## src/rtl/spi_master_mc.sv

```systemverilog
// Multi-channel SPI master on the 8-bit CPU bus: four registers (DATA, STATUS, CTRL, CLKDIV),
// TX/RX byte FIFOs and a mode 0-3 shift engine with per-byte latched configuration.
module spi_master_mc #(
  parameter int                       FPGAClkSpeed       = 50000000,
  parameter int                       DefaultSPIClkSpeed = 10000000,
  parameter int                       address_width      = 16,
  parameter int                       data_width         = 8,
  parameter logic [address_width-1:0] BaseAddress        = 16'h9000,
  parameter int                       NumChannels        = 4,
  parameter int                       FifoDepth          = 16
) (
  input  logic                     clk_i,
  input  logic                     reset_ni,
  input  logic [address_width-1:0] address_i,
  input  logic [data_width-1:0]    data_i,
  input  logic                     we_i,
  input  logic                     re_i,
  output logic [data_width-1:0]    data_o,
  output logic                     sclk_o,
  output logic                     mosi_o,
  input  logic                     miso_i,
  output logic [NumChannels-1:0]   cs_no,
  output logic                     busy_o
);

  localparam int              PtrW     = $clog2(FifoDepth);
  localparam int              DivCalc  = FPGAClkSpeed / (2 * DefaultSPIClkSpeed) - 1;
  localparam logic [7:0]      DivReset = (DivCalc < 0) ? 8'd0 : (DivCalc > 255) ? 8'd255 : 8'(DivCalc);
  localparam logic [PtrW-1:0] PtrOne   = PtrW'(1);
  localparam logic [PtrW:0]   CntOne   = (PtrW + 1)'(1);
  localparam logic [PtrW:0]   CntFull  = (PtrW + 1)'(FifoDepth);

  typedef enum logic [2:0] {ST_IDLE, ST_LOAD, ST_SETUP, ST_SHIFT, ST_END, ST_GAP} state_e;

  function automatic logic [NumChannels-1:0] cs_decode(input logic [2:0] ch);
    logic [NumChannels-1:0] res;
    for (int i = 0; i < NumChannels; i++) res[i] = (ch != 3'(i));
    return res;
  endfunction

  // Bus decode
  logic [address_width-1:0] addr_off;
  logic                     sel;
  logic [1:0]               off;
  assign addr_off = address_i - BaseAddress;
  assign sel      = (addr_off[address_width-1:2] == '0);
  assign off      = addr_off[1:0];

  // Register state
  logic [6:0]            ctrl_q, ctrl_d;
  logic [7:0]            clkdiv_q, clkdiv_d;
  logic                  tx_ovf_q, tx_ovf_d, rx_ovf_q, rx_ovf_d;
  logic [data_width-1:0] data_q, data_d;

  // FIFO state
  logic [7:0]      tx_mem [FifoDepth];
  logic [7:0]      rx_mem [FifoDepth];
  logic [PtrW-1:0] tx_wr_q, tx_wr_d, tx_rd_q, tx_rd_d, rx_wr_q, rx_wr_d, rx_rd_q, rx_rd_d;
  logic [PtrW:0]   tx_cnt_q, tx_cnt_d, rx_cnt_q, rx_cnt_d;
  logic            tx_full, tx_empty, rx_full, rx_empty;
  logic            tx_push_req, tx_push, tx_pop, rx_pop, rx_push, rx_push_ok;
  logic [7:0]      tx_head, rx_byte, status;

  // Engine state
  state_e                 state_q, state_d;
  logic [8:0]             cnt_q, cnt_d;
  logic [4:0]             edge_cnt_q, edge_cnt_d;
  logic                   edge_q, edge_d;
  logic                   sclk_q, sclk_d, mosi_q, mosi_d;
  logic [NumChannels-1:0] cs_n_q, cs_n_d;
  logic [7:0]             tx_sr_q, tx_sr_d, rx_sr_q, rx_sr_d, div_q, div_d;
  logic [2:0]             chan_q, chan_d;
  logic                   cpol_q, cpol_d, cpha_q, cpha_d;
  logic                   sample_now, shift_edge;

  assign tx_full  = (tx_cnt_q == CntFull);
  assign tx_empty = (tx_cnt_q == '0);
  assign rx_full  = (rx_cnt_q == CntFull);
  assign rx_empty = (rx_cnt_q == '0);
  assign tx_head  = tx_mem[tx_rd_q];
  assign busy_o   = (state_q != ST_IDLE) || !tx_empty;
  assign status   = {1'b0, rx_ovf_q, tx_ovf_q, rx_empty, rx_full, tx_empty, tx_full, busy_o};

  // edge_q marks the cycle in which sclk_o shows edge number edge_cnt_q.
  assign sample_now = edge_q && (cpha_q ? !edge_cnt_q[0] : edge_cnt_q[0]);
  assign shift_edge = cpha_q ? !edge_cnt_q[0] : edge_cnt_q[0];
  assign rx_byte    = sample_now ? {rx_sr_q[6:0], miso_i} : rx_sr_q;
  assign rx_push    = edge_q && (edge_cnt_q == 5'd16);
  assign rx_push_ok = rx_push && !rx_full;
  assign tx_pop     = (state_q == ST_LOAD);

  // NOTE: every always_comb output gets a default first so no path can infer a latch.
  always_comb begin
    state_d    = state_q;
    cnt_d      = cnt_q;
    edge_cnt_d = edge_cnt_q;
    edge_d     = 1'b0;
    sclk_d     = sclk_q;
    mosi_d     = mosi_q;
    cs_n_d     = cs_n_q;
    tx_sr_d    = tx_sr_q;
    rx_sr_d    = sample_now ? {rx_sr_q[6:0], miso_i} : rx_sr_q;
    chan_d     = chan_q;
    cpol_d     = cpol_q;
    cpha_d     = cpha_q;
    div_d      = div_q;
    unique case (state_q)
      ST_IDLE: if (ctrl_q[6] && !tx_empty) state_d = ST_LOAD;
      ST_LOAD: begin
        chan_d     = ctrl_q[2:0];
        cpol_d     = ctrl_q[3];
        cpha_d     = ctrl_q[4];
        div_d      = clkdiv_q;
        cnt_d      = {1'b0, clkdiv_q};
        edge_cnt_d = '0;
        sclk_d     = ctrl_q[3];
        cs_n_d     = cs_decode(ctrl_q[2:0]);
        if (!ctrl_q[4]) begin
          mosi_d  = tx_head[7];
          tx_sr_d = {tx_head[6:0], 1'b0};
        end else begin
          tx_sr_d = tx_head;
        end
        state_d = ST_SETUP;
      end
      ST_SETUP, ST_SHIFT: begin
        if (cnt_q == 9'd0) begin
          sclk_d     = ~sclk_q;
          edge_d     = 1'b1;
          edge_cnt_d = edge_cnt_q + 5'd1;
          cnt_d      = {1'b0, div_q};
          state_d    = ST_SHIFT;
          if (shift_edge) begin
            mosi_d  = tx_sr_q[7];
            tx_sr_d = {tx_sr_q[6:0], 1'b0};
          end
          if (edge_cnt_q == 5'd15) begin
            // END also covers the RX push cycle, hence one extra count.
            if (ctrl_q[5] && ctrl_q[6] && !tx_empty) state_d = ST_LOAD;
            else begin
              state_d = ST_END;
              cnt_d   = {1'b0, div_q} + 9'd1;
            end
          end
        end else begin
          cnt_d = cnt_q - 9'd1;
        end
      end
      ST_END: begin
        if (cnt_q == 9'd0) begin
          state_d = ST_GAP;
          cnt_d   = {1'b0, div_q};
          cs_n_d  = '1;
        end else cnt_d = cnt_q - 9'd1;
      end
      ST_GAP: begin
        if (cnt_q == 9'd0) state_d = ST_IDLE;
        else               cnt_d   = cnt_q - 9'd1;
      end
    endcase
  end

  always_comb begin
    ctrl_d      = ctrl_q;
    clkdiv_d    = clkdiv_q;
    tx_ovf_d    = tx_ovf_q;
    rx_ovf_d    = rx_ovf_q;
    data_d      = '0;
    tx_push_req = we_i && sel && (off == 2'd0);
    tx_push     = tx_push_req && !tx_full;
    rx_pop      = re_i && sel && (off == 2'd0) && !rx_empty;
    if (we_i && sel && off == 2'd1) begin
      if (data_i[5]) tx_ovf_d = 1'b0;
      if (data_i[6]) rx_ovf_d = 1'b0;
    end
    if (we_i && sel && off == 2'd2) ctrl_d   = data_i[6:0];
    if (we_i && sel && off == 2'd3) clkdiv_d = data_i;
    if (tx_push_req && tx_full) tx_ovf_d = 1'b1;
    if (rx_push && rx_full)     rx_ovf_d = 1'b1;
    if (re_i && sel) begin
      unique case (off)
        2'd0: data_d = rx_empty ? 8'h00 : rx_mem[rx_rd_q];
        2'd1: data_d = status;
        2'd2: data_d = {1'b0, ctrl_q};
        2'd3: data_d = clkdiv_q;
      endcase
    end
    tx_wr_d  = tx_push    ? tx_wr_q + PtrOne : tx_wr_q;
    tx_rd_d  = tx_pop     ? tx_rd_q + PtrOne : tx_rd_q;
    rx_wr_d  = rx_push_ok ? rx_wr_q + PtrOne : rx_wr_q;
    rx_rd_d  = rx_pop     ? rx_rd_q + PtrOne : rx_rd_q;
    tx_cnt_d = tx_cnt_q;
    if (tx_push && !tx_pop) tx_cnt_d = tx_cnt_q + CntOne;
    if (!tx_push && tx_pop) tx_cnt_d = tx_cnt_q - CntOne;
    rx_cnt_d = rx_cnt_q;
    if (rx_push_ok && !rx_pop) rx_cnt_d = rx_cnt_q + CntOne;
    if (!rx_push_ok && rx_pop) rx_cnt_d = rx_cnt_q - CntOne;
  end

  // NOTE: FIFO storage has no reset; the pointers and counts alone define its contents.
  always_ff @(posedge clk_i) begin
    if (tx_push)    tx_mem[tx_wr_q] <= data_i;
    if (rx_push_ok) rx_mem[rx_wr_q] <= rx_byte;
  end

  // NOTE: sequential state uses non-blocking assignments so every flop samples pre-edge values.
  always_ff @(posedge clk_i or negedge reset_ni) begin
    if (!reset_ni) begin
      ctrl_q     <= '0;
      clkdiv_q   <= DivReset;
      tx_ovf_q   <= 1'b0;
      rx_ovf_q   <= 1'b0;
      data_q     <= '0;
      tx_wr_q    <= '0;
      tx_rd_q    <= '0;
      rx_wr_q    <= '0;
      rx_rd_q    <= '0;
      tx_cnt_q   <= '0;
      rx_cnt_q   <= '0;
      state_q    <= ST_IDLE;
      cnt_q      <= '0;
      edge_cnt_q <= '0;
      edge_q     <= 1'b0;
      sclk_q     <= 1'b0;
      mosi_q     <= 1'b0;
      cs_n_q     <= '1;
      tx_sr_q    <= '0;
      rx_sr_q    <= '0;
      chan_q     <= '0;
      cpol_q     <= 1'b0;
      cpha_q     <= 1'b0;
      div_q      <= DivReset;
    end else begin
      ctrl_q     <= ctrl_d;
      clkdiv_q   <= clkdiv_d;
      tx_ovf_q   <= tx_ovf_d;
      rx_ovf_q   <= rx_ovf_d;
      data_q     <= data_d;
      tx_wr_q    <= tx_wr_d;
      tx_rd_q    <= tx_rd_d;
      rx_wr_q    <= rx_wr_d;
      rx_rd_q    <= rx_rd_d;
      tx_cnt_q   <= tx_cnt_d;
      rx_cnt_q   <= rx_cnt_d;
      state_q    <= state_d;
      cnt_q      <= cnt_d;
      edge_cnt_q <= edge_cnt_d;
      edge_q     <= edge_d;
      sclk_q     <= sclk_d;
      mosi_q     <= mosi_d;
      cs_n_q     <= cs_n_d;
      tx_sr_q    <= tx_sr_d;
      rx_sr_q    <= rx_sr_d;
      chan_q     <= chan_d;
      cpol_q     <= cpol_d;
      cpha_q     <= cpha_d;
      div_q      <= div_d;
    end
  end

  assign data_o = data_q;
  assign sclk_o = sclk_q;
  assign mosi_o = mosi_q;
  assign cs_no  = cs_n_q;

endmodule
```

## config.mk

```make
export PLATFORM = sky130hd
export DESIGN_NAME = spi_master_mc
export DESIGN_NICKNAME = d
export VERILOG_FILES = /design/src/rtl/spi_master_mc.sv
export SDC_FILE = /design/constraint.sdc
export NUM_CORES = 1
export LEC_CHECK = 0
export CAP_MARGIN = 20
export CORE_UTILIZATION = 47
export DETAILED_ROUTE_END_ITERATION = 8
export HOLD_SLACK_MARGIN = 0.05
export PLACE_DENSITY_LB_ADDON = 0.12
export SYNTH_ARGS = -nofsm -noshare
export SYNTH_HDL_FRONTEND = slang
export SYNTH_SLANG_ARGS = --single-unit
```

## constraint.sdc

```tcl
create_clock -name clk_i -period 2.9 [get_ports clk_i]
set_input_delay 0.725 -clock clk_i [delete_from_list [all_inputs] [get_ports clk_i]]
set_output_delay 0.725 -clock clk_i [all_outputs]
set_load 0.02 [all_outputs]
```

==> impl_metrics.yaml <==
outcome:
  status: "complete, no violations"
synthesis:
  postSynthCellCount: 986
  synth_warnings: 0
  synth_seq_cells: 356
  synthArstFlopShare_pct: 28.09
  syn_avg_cell_area_sq_um: 15.66
  seq_area_frac_synth_pct: 66.02
  netlist-cell-type-count: 74
  syn-cell-area_sq_mm: 0.01544
  synth_edf_count: 256
  syn_nets: 1039
  synthFlopType: "edfxtp_1"
timing:
  finalHoldViolations: 0
  setup_viol_count_final: 0
  finalMaxSlewViolations: 0
  finalCritPeriodShare_pct: 92.64
  rsz0062_at_grt: "no"
  final.setup.tns_ns: 0
  period_needed_ns: 2.686
  hold_slack_ns: 0.2172
  slew-limit-headroom_pct: 39.58
  finClkSkew_ns: 0.02601
  fmax_mhz: 372.2
  worstMarginPinSlew_ns: 0.9062
cells_and_area:
  fillers: 2563
  fin_util_pct: 56.41
  diodes: 0
  drive_gt1_share_pct: 24.63
  finalNonFillerCells: 1587
  syn2layout_area_growth_pct: 18.54
  stdcell_area_sq_mm: 0.01831
  nets: 1167
place:
  placed_cell_area_sq_mm: 0.01689
  dp.cells: 1511
  place_hpwl_mm: 22.63
  gp_congestion: 0.8667
  io_buffers: 43
clock_network:
  clk_pin_slew_worst_paths_ns: 0.06
  cts_tree: "built"
  ctsHoldBuffers: 0
  cts_made_buffers: 39
  cts.sinks: 356
  cts.path.max_buffers: 3
  insertion_delay_ns: 0.53
  root_buffer: "clkbuf_16"
  htree_num_levels: 2
detailed_routing:
  wl_per_cell_um: 21.11
  route.detailed.drc: 0
  ant_nets: 0
  wl_mm: 33.50
  drt-initial-drc-count: 647
  firstDrtPassIters: 5
  viasPerCell: 5.519
  vias: 8759
floorplan:
  die-width_um: 183.3
  num_io_pins: 44
  dieHeight_um: 183.3
  dieArea_sq_mm: 0.03359
  initial_core_util_pct: 47.59
  core_sq_mm: 0.03245
  rows: 66
worst_hold_path:
  hold_path.class: "primary input to async pin"
grt:
  grt_pass1_vias: 8731
  grt_overflow_total: 0
  antenna_found_initial: 0
  grt_pass1_wl_mm: 52.07
  grt_start_max_net_pins: 46
  grt.total_usage_pct: 20.55
run:
  max_cap_violations: 0
worst_setup_path:
  critPathMaxFanout: 5
  cp.arrival_ns: 1.96
  cp-start-kind: "flop"
  critPathRequiredTime_ns: 2.17
  path_class: "flop to output pin"
  worst_setup_path_end_kind: "output pin"
power:
  irDropWorstVdd_mv: 0.5453
  p_leak_uw: 0.006541
  p_per_area_mw_per_mm2: 591.2
[area by class of cell]
cell class	count	area (sq um)	area share [%]
sequential	356	10200	55.71
multi-input combinational	549	4920	26.87
timing repair buffer	136	1194	6.520
clock inverter	18	235.2	1.285
inverter	32	122.6	0.6698
tap	442	553.0	3.021
clock buffer	54	1084	5.919
[synth_stat cells, types with 4 or more instances]
master | count | area (sq um)
xor2_1 | 17 | 148.9
and3_1 | 11 | 68.82
a21oi_1 | 35 | 175.2
nor2_1 | 50 | 187.7
a31oi_1 | 6 | 37.54
mux4_2 | 62 | 1396
o211ai_1 | 7 | 52.55
buf_2 | 13 | 65.06
a22o_1 | 6 | 52.55
nand2_1 | 77 | 289.0
ha_1 | 24 | 300.3
xnor2_1 | 20 | 175.2
buf_1 | 4 | 15.01
o31ai_1 | 5 | 37.54
nand3b_1 | 4 | 30.03
dfstp_2 | 6 | 157.7
inv_1 | 30 | 112.6
nand3_1 | 15 | 75.07
edfxtp_1 | 256 | 7687
mux2_2 | 31 | 349.1
nand4_1 | 11 | 68.82
nand2b_1 | 7 | 43.79
o21ai_0 | 36 | 180.2
mux4_1 | 10 | 262.8
nor4_1 | 7 | 43.79
mux2i_1 | 18 | 180.2
clkbuf_1 | 21 | 78.83
dfrtp_1 | 94 | 2352
nor3_1 | 19 | 95.09
a211oi_1 | 6 | 45.04
nor2b_1 | 9 | 56.30
[kinds of logic (layout without fill, tap and decap cells)]
group           after synthesis  in the layout  synth area share, %
compound gates              136            136                5.671
xor+xnor                     37             37                2.098
simple gates                231            231                7.453
fa+ha+maj                    24             24                1.944
buf+inv                      81            240                2.641
mux                         121            121                14.17
flops                       356            356                66.02
[layout by cell type, fill, tap and decap left out, types with 29 or more instances in the layout]
cell type | netlist | routed
a21oi_1 | 35 | 35
buf_4 | 3 | 91
clkbuf_16 | 0 | 40
dfrtp_1 | 94 | 92
edfxtp_1 | 256 | 256
inv_1 | 30 | 29
mux2_2 | 31 | 31
mux4_2 | 62 | 62
nand2_1 | 77 | 77
nor2_1 | 50 | 48
o21ai_0 | 36 | 35
[repair_timing]
| item | 4_1_cts | 5_1_grt |
|---|---|---|
| cloned | 0 | 0 |
| setup buffers | 4 | 0 |
| resized for setup | 4 | 20 |
| pin swaps | 3 | 12 |
| setup endpoints to repair | 3 | 7 |
[through the flow]
step | total power (uW) | worst slack, ns
2_1_floorplan | 5715 | -0.2320
3_3_place_gp | 5880 | -0.5828
3_5_place_dp | 5885 | -0.6023
4_1_cts | 10930 | 0.02296
5_1_grt | 11140 | 0.06318
6_report | 10820 | 0.2136
[power breakdown]
part | switching [uW] | internal [uW] | leakage (uW)
Clock | 1970 | 3080 | 0.000644
Combinational | 160 | 114 | 0.00248
Sequential | 24.5 | 5480 | 0.00341
Total | 2150 | 8670 | 0.00654
[sequential cells by signal, indices dropped and copies added (netlist names), 5 cells and up]
signal	cells
rx_mem	128
tx_mem	128
cnt_q	9
clkdiv_q	8
data_o	8
div_q	8
rx_sr_q	8
tx_sr_q	8
ctrl_q	7
edge_cnt_q	5
rx_cnt_q	5
tx_cnt_q	5
[worst paths after layout]
kind                                           end                 startpoint  cells after the start  slack (ns)
min reg2reg                   div_q[0]$_DFFE_PN1P_    clkdiv_q[0]$_DFFE_PN1P_                      2        0.48
min in group clk_i            div_q[0]$_DFFE_PN1P_    clkdiv_q[0]$_DFFE_PN1P_                      2        0.48
min                            data_o[5]$_DFF_PN0_                   reset_ni                      1        0.22
max                                         busy_o    tx_cnt_q[0]$_DFFE_PN0P_                      4        0.21
max in group asynchronous     rx_sr_q[7]$_DFF_PN0_                   reset_ni                      2        1.96
max reg2reg                rx_cnt_q[4]$_DFFE_PN0P_  edge_cnt_q[1]$_DFFE_PN0P_                     14        0.25
[critical path: stages, from the launching register on]
cell	delay (ns)
dfrtp_1	0.44
or4_1	0.56
nor2_2	0.15
nand2_1	0.12
clkbuf_2	0.19
[metal layers]
layer,global-route usage (%),routed length (um)
met5,0,0
met4,5.167,668
met3,2.224,1229
met2,33.98,16380
met1,29.23,15230
No activity file was read; power rests on OpenSTA's default activity.
